==> src/rtl/hazard_unit.sv <==
// hazard_unit
// Hazard and forwarding controller for the in-order pipelined MIPS core.
// It keeps a scoreboard of in-flight register writers for the post-ID stages
// (index 0 = EX ... DEPTH-1 = WB). From that scoreboard and the instruction in
// ID it derives:
//   - the load-use stall,
//   - the branch flush,
//   - the per-operand forwarding selects.
// It also keeps saturating stall and flush performance counters.
//
// Ports:
//   clk, reset                 clock, synchronous active-high reset
//   id_*                       instruction currently in ID (sources, uses, dest)
//   branch_taken               redirect resolved at scoreboard index BRANCH_STAGE
//   stall                      hold PC and IF/ID, bubble into ID/EX
//   flush_if_id, flush_id_ex   clear the wrong-path pipeline registers
//   fwd_sel_rs, fwd_sel_rt     0 = regfile, k = post-ID pipeline register k
//   stall_cnt, flush_cnt       saturating performance counters
module hazard_unit #(
  parameter int DEPTH        = 3,
  parameter int REG_AW       = 5,
  parameter int LOAD_STAGE   = 2,
  parameter int BRANCH_STAGE = 0,
  parameter int CNT_W        = 16
) (
  input  logic              clk,
  input  logic              reset,
  input  logic              id_valid,
  input  logic [REG_AW-1:0] id_rs,
  input  logic [REG_AW-1:0] id_rt,
  input  logic              id_use_rs,
  input  logic              id_use_rt,
  input  logic              id_reg_write,
  input  logic [REG_AW-1:0] id_wr_addr,
  input  logic              id_is_load,
  input  logic              branch_taken,
  output logic              stall,
  output logic              flush_if_id,
  output logic              flush_id_ex,
  output logic [2:0]        fwd_sel_rs,
  output logic [2:0]        fwd_sel_rt,
  output logic [CNT_W-1:0]  stall_cnt,
  output logic [CNT_W-1:0]  flush_cnt
);

  localparam logic [CNT_W-1:0] CNT_MAX = {CNT_W{1'b1}};
  localparam logic [CNT_W-1:0] CNT_ONE = {{(CNT_W-1){1'b0}}, 1'b1};

  // Scoreboard: entry s describes the instruction now in post-ID stage s.
  logic [DEPTH-1:0]             v_r;
  logic [DEPTH-1:0]             ld_r;
  logic [DEPTH-1:0][REG_AW-1:0] addr_r;
  logic [CNT_W-1:0]             stall_cnt_r;
  logic [CNT_W-1:0]             flush_cnt_r;

  logic [3:0] look_rs_s;
  logic [3:0] look_rt_s;
  logic       hazard_s;
  logic       stall_s;

  // Returns {hazard, sel}. The scan runs oldest to youngest, so the last hit
  // (lowest s) wins. A load whose data is not yet available at s+1 is a hazard
  // and reports sel 0.
  function automatic logic [3:0] lookup(
    input logic                         en,
    input logic [REG_AW-1:0]            src,
    input logic [DEPTH-1:0]             v,
    input logic [DEPTH-1:0][REG_AW-1:0] a,
    input logic [DEPTH-1:0]             ld
  );
    logic [3:0] r;
    r = 4'd0;
    for (int s = DEPTH - 1; s >= 0; s--) begin
      if (en && v[s] && (a[s] == src)) begin
        if (ld[s] && ((s + 1) < LOAD_STAGE)) begin
          r = {1'b1, 3'd0};
        end else begin
          r = {1'b0, 3'(s + 1)};
        end
      end else begin
        r = r;
      end
    end
    return r;
  endfunction

  // Operand matching against the registered scoreboard.
  always_comb begin
    look_rs_s = lookup(id_valid & id_use_rs & (id_rs != '0), id_rs, v_r, addr_r, ld_r);
    look_rt_s = lookup(id_valid & id_use_rt & (id_rt != '0), id_rt, v_r, addr_r, ld_r);
    hazard_s  = look_rs_s[3] | look_rt_s[3];
    // A flush squashes the consumer anyway, so it overrides the stall.
    stall_s   = hazard_s & ~branch_taken & ~reset;
  end

  // Output drive: everything reads zero while reset is held.
  always_comb begin
    stall       = stall_s;
    flush_if_id = branch_taken & ~reset;
    flush_id_ex = branch_taken & ~reset;
    fwd_sel_rs  = reset ? 3'd0 : look_rs_s[2:0];
    fwd_sel_rt  = reset ? 3'd0 : look_rt_s[2:0];
    stall_cnt   = reset ? {CNT_W{1'b0}} : stall_cnt_r;
    flush_cnt   = reset ? {CNT_W{1'b0}} : flush_cnt_r;
  end

  // Scoreboard shift, wrong-path invalidation and saturating counters.
  always_ff @(posedge clk) begin
    if (reset) begin
      v_r         <= '0;
      ld_r        <= '0;
      addr_r      <= '0;
      stall_cnt_r <= {CNT_W{1'b0}};
      flush_cnt_r <= {CNT_W{1'b0}};
    end else begin
      for (int s = 1; s < DEPTH; s++) begin
        // Entries younger than the branch are on the wrong path.
        v_r[s]    <= v_r[s-1] & ~(branch_taken & ((s - 1) < BRANCH_STAGE));
        ld_r[s]   <= ld_r[s-1];
        addr_r[s] <= addr_r[s-1];
      end
      v_r[0]    <= id_valid & id_reg_write & (id_wr_addr != '0) & ~stall_s & ~branch_taken;
      ld_r[0]   <= id_is_load;
      addr_r[0] <= id_wr_addr;
      if (stall_s && (stall_cnt_r != CNT_MAX)) begin
        stall_cnt_r <= stall_cnt_r + CNT_ONE;
      end else begin
        stall_cnt_r <= stall_cnt_r;
      end
      if (branch_taken && (flush_cnt_r != CNT_MAX)) begin
        flush_cnt_r <= flush_cnt_r + CNT_ONE;
      end else begin
        flush_cnt_r <= flush_cnt_r;
      end
    end
  end

endmodule
==> config.mk <==
export PLATFORM = sky130hd
export DESIGN_NAME = hazard_unit
export DESIGN_NICKNAME = d
export VERILOG_FILES = /design/src/rtl/hazard_unit.sv
export SDC_FILE = /design/constraint.sdc
export NUM_CORES = 1
export LEC_CHECK = 0
export ABC_AREA = 1
export CAP_MARGIN = 0
export CORE_ASPECT_RATIO = 1.75
export CORE_MARGIN = 10
export CORE_UTILIZATION = 45
export DETAILED_ROUTE_END_ITERATION = 10
export GPL_TIMING_DRIVEN = 1
export PLACE_DENSITY = 0.7
export SYNTH_ARGS = -nofsm -noshare
export SYNTH_HDL_FRONTEND = slang
export SYNTH_SLANG_ARGS = --single-unit
==> constraint.sdc <==
create_clock -name clk -period 1.8 [get_ports clk]
set_input_delay 0.45 -clock clk [delete_from_list [all_inputs] [get_ports clk]]
set_output_delay 0.45 -clock clk [all_outputs]
set_load 0.02 [all_outputs]
==> impl_metrics.yaml, run 1 <==
outcome:
  outcome: "complete, but fails checks"
  violations: "negative setup slack"
timing:
  setup_repair_after_global_routing_missed_its_margin: "true"
  setup_violators_final: 5
  timing.final.hold_violations: 0
  final.period_utilization_pct: 115
  finalCriticalPeriod_ns: 2.08
  setup_ws_ns: -0.275
  clock.fmax_mhz: 482
  finalMaxSlewViolations: 0
  final_worst_clock_skew_ns: 0.00194
layout:
  post-route-cell-area_um2: 4520
  nets: 649
  drive_above_1_share_pct: 26.4
  diodes: 0
  fin_util_pct: 66.0
  flow.area_growth_from_synthesis_pct: 43.4
  n_fill_cell: 650
clocking:
  cts_tree: "yes"
  root_buffer_master: "sky130_fd_sc_hd__clkbuf_16"
  path_clk_slew_ns: 0.07
  cts_hold_repair.buffers: 0
  numCtsBuffers: 5
  insertion_delay_ns: 0.29
  clock_tree.buffer_depth: 2
  cts_num_sinks: 51
  cts-htree-levels: 2
logic_synthesis:
  synth.cell_area_um2: 3150
  post_synthesis_cell_count: 515
  yosysWarnings: 0
  synth_enable_flop_cells: 0
  ff_latch_count_synth: 51
  dominantRegCellSynth: "sky130_fd_sc_hd__dfxtp_1"
  synth-seq-area-share_pct: 32.4
  yosys.cell_types.count: 32
  yosys.area.top_type_share_pct: 32.4
  yosys-top-cells-area: "sky130_fd_sc_hd__dfxtp_1 (32%), sky130_fd_sc_hd__nand2_1 (13%), sky130_fd_sc_hd__nor2_1 (12%)"
  synthArstFlopShare_pct: 0
  synth_common_cells: "sky130_fd_sc_hd__nand2_1 (108), sky130_fd_sc_hd__nor2_1 (99), sky130_fd_sc_hd__inv_1 (82)"
  netlist.top_cell.by_area: "sky130_fd_sc_hd__dfxtp_1"
  syn-mean-instance-area_um2: 6.12
  most_frequent_cell_after_synthesis: "sky130_fd_sc_hd__nand2_1"
route:
  drc: 0
  detail-route-antenna-nets: 0
  vias_per_cell: 5.00
  via_count: 3546
  routed_wl_um: 9770
  detailedRoute.firstIterationViolations: 114
  dr.pass1.iters: 4
  drt-wirelength-per-cell_um: 13.8
floorplanning:
  die-height_um: 131
  die_w_um: 83.3
  floorplan.die_area_um2: 10900
  fp-row-count: 40
  initial_utilization_pct: 46.0
  num_io_pins: 64
  core_um2: 6860
placed_design:
  placement.io_buffers: 61
  dp_hpwl_um: 7450
  detailedPlace.worstSlack_ns: -1.19
  globalplace.congestion: 0.924
  dpl_cell_area_um2: 4150
flow_run:
  max-cap-violations: 0
setup_path:
  worst_setup_path_end_kind: "primary output"
  cp.arrival_ns: 1.63
  ff2ff_setup_slack_ns: 0.10
  critical_path.startpoint: "addr_r[14]"
  count_of_cells_along_the_worst_register_to_register_path: 12
  cp_data_required_time_ns: 1.35
  setup.worst_path.end: "fwd_sel_rt[0]"
  timing.rr.end: "stall_cnt_r[0]"
  type_of_origin_of_the_critical_path: "flop"
  crit_type: "reg2out"
  critical_path.max_fanout: 2
  critical_path.reg2reg.startpoint: "addr_r[2]"
global_routing:
  globalRouteOverflowTotal: 0
  grt_start_max_net_pins: 22
  grt_first_pass_wirelength_um: 15700
  globalRouteTotalUtil_pct: 17.2
  grt_pass1_vias: 3484
  initial_antenna_violation_count: 0
pwr:
  power.ir.vdd_worst_mv: 0.524
  powerDensity_nw_per_um2: 605
  p_total_uw: 2740
  total_leakage_power_uw: 0.00214
hold_path:
  hp-class: "reg2reg"
-- metrics by stage --
stage / hold WS, ns / std cells / setup TNS [ns]
finish: 0.455 / 709 / -1.16
global route: 0.479 / 709 / -1.65
CTS: 0.458 / 706 / -1.17
detailed placement: 0.453 / 690 / -21.61
global placement: 0.449 / 690 / -21.09
floorplan: 0.421 / 516 / -0.0225
-- worst min-delay path by stage --
stage,from,to,cells past startpoint
after floorplan,v_r[1],v_r[2],2
after global placement,v_r[0],v_r[1],2
after detailed placement,flush_cnt_r[15],flush_cnt_r[15],2
after CTS,addr_r[9],addr_r[14],2
after global routing,addr_r[3],addr_r[8],2
final,addr_r[9],addr_r[14],2
-- critical path, cell delays in order, from the launching register on --
cell	delay [ns]
sky130_fd_sc_hd__dfxtp_2	0.34
sky130_fd_sc_hd__xnor2_2	0.24
sky130_fd_sc_hd__nand3_2	0.13
sky130_fd_sc_hd__nor3_4	0.21
sky130_fd_sc_hd__nand3_1	0.10
sky130_fd_sc_hd__a21oi_1	0.15
sky130_fd_sc_hd__buf_4	0.16
-- sequential cells by signal, indices dropped and copies added (netlist names) --
register     count
addr_r          15
flush_cnt_r     16
ld_r             1
stall_cnt_r     16
v_r              3
-- power breakdown --
part | switching (µW) | internal (µW) | leakage [µW]
Clock | 432 | 796 | 0.0000900
Combinational | 191 | 145 | 0.00163
Sequential | 21.0 | 1150 | 0.000419
-- per-layer routing --
metal,track usage [%],share of wire (%)
met1,17.1,39
met2,32.4,53
met3,3.47,3.5
met4,10.4,3.9
met5,0,0
-- cell usage in the layout (no fill, tap or decap), drive strengths merged, types with 5 or more instances in the layout --
cell type      count
dfxtp             51
clkdlybuf4s50      7
nor3              18
nand2            112
buf               75
xnor2              5
nor2             103
dlygate4sd2       33
o21ai             14
xor2              14
nand4             24
nand3             34
inv               90
a21oi             20
clkbuf             7
-- cell families (layout without fill, tap and decap cells) --
kind of cell             count (synthesis)  after routing  share of synthesized area [%]
AND/OR/NAND/NOR                        295            295                           41.1
buffers and inverters                  108            217                           13.8
flip-flops                              51             51                           32.4
AO/OA/AOI/OAI                           39             39                           6.55
XOR/XNOR                                19             19                           5.28
adder cells (fa/ha/maj)                  2              2                          0.793
other                                    1              2                          0.119
-- area by class of cell --
cell class	count	area, µm²	share of cell area (%)
Clock buffer	5	125	2.77
Clock inverter	3	67.6	1.49
Inverter	90	343	7.58
Multi-Input combinational cell	357	1870	41.4
Sequential cell	51	1040	23.0
Tap cell	84	105	2.32
Timing Repair Buffer	119	970	21.4
-- timing repair --
item | in CTS | in global routing
gates resized for setup | 141 | 47
endpoints found under the setup margin | 56 | 30
setup buffers | 8 | 3
pin swaps | 21 | 19
Power figures use the tool's default switching activity.
==> run 2, diff against run 1 <==
CORE_MARGIN = 8   (was 10)
SLEW_MARGIN = 0   (was not set)
==> run 2 against run 1 <==
- the run still ends with negative setup slack left
- maximum frequency fell by 1.8%
- global-route usage up 1.7 points
- via count fell by 0.71%
- wire length is 4.0% lower
- power fell by 9.5%
- final area shrank 0.39%
- largest power group is now sequential cells
==> impl_metrics.yaml, run 2 (same netlist as run 1, synthesis figures left out) <==
outcome:
  outcome: "complete, but fails checks"
  violations: "negative setup slack"
setup_path:
  critical_path.reg2reg.startpoint: "stall_cnt_r[0]"
  count_of_cells_along_the_worst_register_to_register_path: 10
  type_of_origin_of_the_critical_path: "flop"
  setup.worst_path.end: "fwd_sel_rt[1]"
  ff2ff_setup_slack_ns: 0.13
  cp.arrival_ns: 1.66
  crit_type: "reg2out"
  cp_data_required_time_ns: 1.35
  worst_setup_path_end_kind: "primary output"
  timing.rr.end: "stall_cnt_r[1]"
  critical_path.max_fanout: 2
  critical_path.startpoint: "addr_r[9]"
floorplanning:
  floorplan.die_area_um2: 10100
  fp-row-count: 40
  initial_utilization_pct: 46.3
  die_w_um: 79.3
  die-height_um: 127
  num_io_pins: 64
  core_um2: 6810
layout:
  flow.area_growth_from_synthesis_pct: 42.8
  leading_cell_types_in_the_layout_fill_and_taps_excluded: "sky130_fd_sc_hd__nand2_1 (105), sky130_fd_sc_hd__nor2_1 (91), sky130_fd_sc_hd__inv_1 (76)"
  largest_registers: "flush_cnt_r x16, stall_cnt_r x16, addr_r x15"
  nets: 649
  drive_above_1_share_pct: 24.5
  post-route-cell-area_um2: 4510
  n_fill_cell: 658
  diodes: 0
  fin_util_pct: 66.2
  most_frequent_standard_cell_in_the_layout_excluding_fill_and_tap_cells: "sky130_fd_sc_hd__nand2_1"
timing:
  final_worst_clock_skew_ns: 0.00316
  finalMaxSlewViolations: 0
  setup_ws_ns: -0.313
  setup-tns-final_ns: -1.19
  final.period_utilization_pct: 117
  setup_repair_after_global_routing_missed_its_margin: "true"
  finalCriticalPeriod_ns: 2.11
  timing.final.hold_violations: 0
  clock.fmax_mhz: 473
  setup_violators_final: 5
pwr:
  total_leakage_power_uw: 0.00216
  pwr-share-clk_pct: 38.9
  pwr-share-comb_pct: 13.9
  p_total_uw: 2470
  cell_internal_pwr_uw: 1850
  switching_power_uw: 628
  powerDensity_nw_per_um2: 549
  p_seq_share_pct: 47.2
  power.share.switching_pct: 25.4
  power.ir.vdd_worst_mv: 0.545
placed_design:
  dp_hpwl_um: 7290
  globalplace.congestion: 0.971
  dpl_cell_area_um2: 4180
  placement.io_buffers: 61
clocking:
  numCtsBuffers: 5
  cts_tree: "yes"
  cts-htree-levels: 2
  root_buffer_master: "sky130_fd_sc_hd__clkbuf_16"
  cts_num_sinks: 51
  clock_tree.buffer_depth: 2
  insertion_delay_ns: 0.29
  cts_hold_repair.buffers: 0
  path_clk_slew_ns: 0.07
global_routing:
  grt_start_max_net_pins: 22
  globalRouteOverflowTotal: 0
  grt_pass1_vias: 3557
  grt_first_pass_wirelength_um: 15700
  initial_antenna_violation_count: 0
  globalRouteTotalUtil_pct: 18.9
route:
  via_count: 3521
  dr.pass1.iters: 4
  routed_wl_um: 9390
  vias_per_cell: 4.97
  drt-wirelength-per-cell_um: 13.3
  detail-route-antenna-nets: 0
  drc: 0
  detailedRoute.firstIterationViolations: 176
hold_path:
  hp-class: "reg2reg"
flow_run:
  max-cap-violations: 0
==> run 2: changes by cell type in the layout (fill, tap and decap cells not counted), sizes merged <==
cell           delta
dlygate4sd2       +1
buf               +1
bufinv            -2
dlymetal6s2s      +1
clkinvlp          -1
clkdlybuf4s15     -1
clkbuf            -1
clkinv            +1
==> run 2: per-stage QoR <==
stage | cells | setup slack [ns] | hold slack [ns]
5_1_grt | 708 | -0.340 | 0.496
3_3_place_gp | 693 | -1.19 | 0.451
4_1_cts | 706 | -0.244 | 0.470
3_5_place_dp | 693 | -1.21 | 0.450
6_report | 708 | -0.313 | 0.467
2_1_floorplan | 516 | -0.0225 | 0.421
==> run 2: how the worst min path moves through the flow <==
| stage | from | end | slack (ns) | depth (start not counted) |
|---|---|---|---|---|
| after floorplan | v_r[1] | v_r[2] | 0.42 | 2 |
| after global placement | flush_cnt_r[15] | flush_cnt_r[15] | 0.45 | 2 |
| after detailed placement | v_r[1] | v_r[2] | 0.45 | 2 |
| after CTS | flush_cnt_r[15] | flush_cnt_r[15] | 0.47 | 2 |
| after global routing | addr_r[3] | addr_r[8] | 0.50 | 2 |
| final | flush_cnt_r[15] | flush_cnt_r[15] | 0.47 | 2 |
==> run 2: critical path, stage by stage (launching register included) <==
cell                      delay (ns)
sky130_fd_sc_hd__dfxtp_2        0.33
sky130_fd_sc_hd__buf_6          0.12
sky130_fd_sc_hd__xor2_2         0.13
sky130_fd_sc_hd__nor3_2         0.24
sky130_fd_sc_hd__nand4_1        0.20
sky130_fd_sc_hd__a21oi_2        0.21
sky130_fd_sc_hd__buf_6          0.14
==> run 2: layer usage <==
metal  routed length, µm  GRT usage [%]  part of all wire, %
met5                   0              0                    0
met4                 186           7.03                  2.0
met3                 367           3.68                  3.9
met2                5010           35.3                   53
met1                3820           19.8                   41
==> run 2: area by class of cell <==
cell class,count,area [µm²],area share [%]
clock buffers,6,139,3.08
clock inverters,1,5.00,0.111
inverters,90,338,7.50
multi-input cells,357,1870,41.6
flip-flops and latches,51,1040,23.1
well taps,84,105,2.33
repair buffers,119,1000,22.3
==> run 2: timing repair <==
item                                    CTS  global route
gates resized for setup                 149            35
buffers inserted                          6             4
gates cloned                              0             0
pin swaps                                23            19
endpoints found under the setup margin   56            24
==> run 2: power groups by stage <==
stage / sequential [µW] / clock, µW / combinational [µW]
floorplan: 1190 / 0 / 148
global placement: 1190 / 0 / 320
detailed placement: 1190 / 0 / 322
CTS: 1170 / 977 / 327
global route: 1170 / 1010 / 375
finish: 1170 / 963 / 344
==> run 3, diff against run 2 <==
CELL_PAD_IN_SITES_DETAIL_PLACEMENT = 0   (was not set)
CELL_PAD_IN_SITES_GLOBAL_PLACEMENT = 1   (was not set)
CORE_UTILIZATION = 35   (was 45)
GPL_TIMING_DRIVEN = 0   (was 1)
PLACE_DENSITY = 0.78   (was 0.7)
==> run 3 against run 2 <==
- the run still ends with negative setup slack left
- clock skew is 0.0032 ns higher
- final area decreased by 5.6%
- register-to-register slack got worse by 0.28 ns
- sequential power barely moved
- first-iteration DRC count decreased by 1.7%
==> impl_metrics.yaml, run 3 (same netlist as run 1, synthesis figures left out) <==
timing:
  timing.final.hold_violations: 0
  setup_violators_final: 7
  clock.fmax_mhz: 474
  setup_repair_after_global_routing_missed_its_margin: "true"
  max-slew-margin-rel_pct: 64.4
  tightest_pin_transition_ns: 0.534
  final_worst_clock_skew_ns: 0.00640
  finalMaxSlewViolations: 0
  finalHoldWorstSlack_ns: 0.464
  setup-tns-final_ns: -1.19
  setup_ws_ns: -0.309
  finalCriticalPeriod_ns: 2.11
  final.period_utilization_pct: 117
layout:
  leading_cell_types_in_the_layout_fill_and_taps_excluded: "sky130_fd_sc_hd__nand2_1 (104), sky130_fd_sc_hd__nor2_1 (78), sky130_fd_sc_hd__inv_1 (74)"
  drive_above_1_share_pct: 27.4
  largest_registers: "flush_cnt_r x16, stall_cnt_r x16, addr_r x15"
  n_fill_cell: 987
  sequential_cell_area_um2: 1040
  diodes: 0
  most_frequent_standard_cell_in_the_layout_excluding_fill_and_tap_cells: "sky130_fd_sc_hd__nand2_1"
  nets: 627
  post-route-cell-area_um2: 4250
  total_area_of_multi_input_combinational_cells_um2: 1850
  flow.area_growth_from_synthesis_pct: 34.9
route:
  drc: 0
  vias_per_cell: 4.69
  met2_length_um: 5790
  route.top_layer_used: "met4"
  drt-wirelength-per-cell_um: 14.1
  detailedRoute.firstIterationViolations: 173
  routed_wl_um: 10200
  detail-route-antenna-nets: 0
  via_count: 3388
  met1_length_um: 3770
  dr.pass1.iters: 4
  length_of_routed_met3_wiring_um: 351
setup_path:
  timing.critical_path.slowest_stage_cell: "sky130_fd_sc_hd__buf_2"
  critical_path.max_fanout: 5
  cp.arrival_ns: 1.66
  critical-path-max-stage-delay_ns: 0.14
  worst_setup_path_end_kind: "primary output"
  cp_data_required_time_ns: 1.35
  type_of_origin_of_the_critical_path: "input pin"
  crit_type: "in2out"
  crit_chain: "buf_2 -> inv_2 -> a21oi_2 -> nand2_2 -> nor2_2 -> nand4_1 -> nand2_2 -> buf_6 -> nand2_4 -> nor2_4 -> buf_6"
pwr:
  total_leakage_power_uw: 0.00193
  p_total_uw: 2500
  power.ir.vdd_worst_mv: 0.412
  powerDensity_nw_per_um2: 587
clocking:
  path_clk_slew_ns: 0.07
  clock_tree.buffer_depth: 2
  numCtsBuffers: 5
  insertion_delay_ns: 0.30
  cts_hold_repair.buffers: 0
  cts-htree-levels: 2
  cts_tree: "yes"
  root_buffer_master: "sky130_fd_sc_hd__clkbuf_16"
  cts_num_sinks: 51
global_routing:
  globalRouteTotalUtil_pct: 16.8
  globalRouteOverflowTotal: 0
  grt_first_pass_wirelength_um: 16100
  grt_start_max_net_pins: 16
  initial_antenna_violation_count: 0
  grt_pass1_vias: 3392
hold_path:
  hp-class: "reg2reg"
floorplanning:
  core_um2: 8920
  die-height_um: 142
  floorplan.die_area_um2: 12400
  fp-row-count: 46
  initial_utilization_pct: 35.4
  die_w_um: 87.8
  num_io_pins: 64
placed_design:
  globalplace.congestion: 0.874
  dp_hpwl_um: 7940
  dpl_cell_area_um2: 3920
  placement.io_buffers: 61
outcome:
  violations: "negative setup slack"
  outcome: "complete, but fails checks"
flow_run:
  max-cap-violations: 0
[run 3: worst max-delay path: cells and delay by family]
kind | cells | cell delay [ns]
AND/OR/NAND/NOR | 6 | 0.61
buffers and inverters | 4 | 0.46
AO/OA/AOI/OAI | 1 | 0.14
[run 3: path summary, 6_finish.rpt]
path	from	to	slack, ns	depth (start not counted)
worst max-delay path	id_rt[3]	stall	-0.31	11
worst min-delay path	addr_r[9]	addr_r[14]	0.46	2
worst max register to register	addr_r[3]	v_r[0]	-0.15	15
worst min register to register	addr_r[9]	addr_r[14]	0.46	2
[run 3: repair_timing]
item	4_1_cts	5_1_grt
gates resized for setup	256	51
cloned	1	0
endpoints found under the hold margin	0	0
endpoints found under the setup margin	75	64
setup buffers	15	3
pin swaps	20	10
[run 3: power breakdown]
part           internal, µW  switching [µW]  total [µW]
registers              1150            18.0        1170
logic                   114             182         296
clock network           593             443        1040
[run 3: metal layers]
metal	vias up	track usage (%)
met4	0	7.30
met1	1534	15.4
met3	15	3.13
met5	-	0
li1	1772	-
met2	67	33.3
[run 3: cell type report]
cell class              instances  area share, %
plain buffers                  18           3.50
clock buffers                   7           3.59
clock inverters                 1          0.176
inverters                      90           7.94
multi-input cells             357           43.4
flip-flops and latches         51           24.4
well taps                     120           3.53
repair buffers                 79           13.4
[run 3: stage by stage]
step | instances | utilization [%] | setup slack, ns
after floorplan | 516 | - | -0.0225
after global placement | 697 | 44.0 | -1.44
after detailed placement | 697 | 44.0 | -1.41
after CTS | 721 | 46.1 | -0.346
after global routing | 723 | 47.7 | -0.421
final | 723 | 47.7 | -0.309
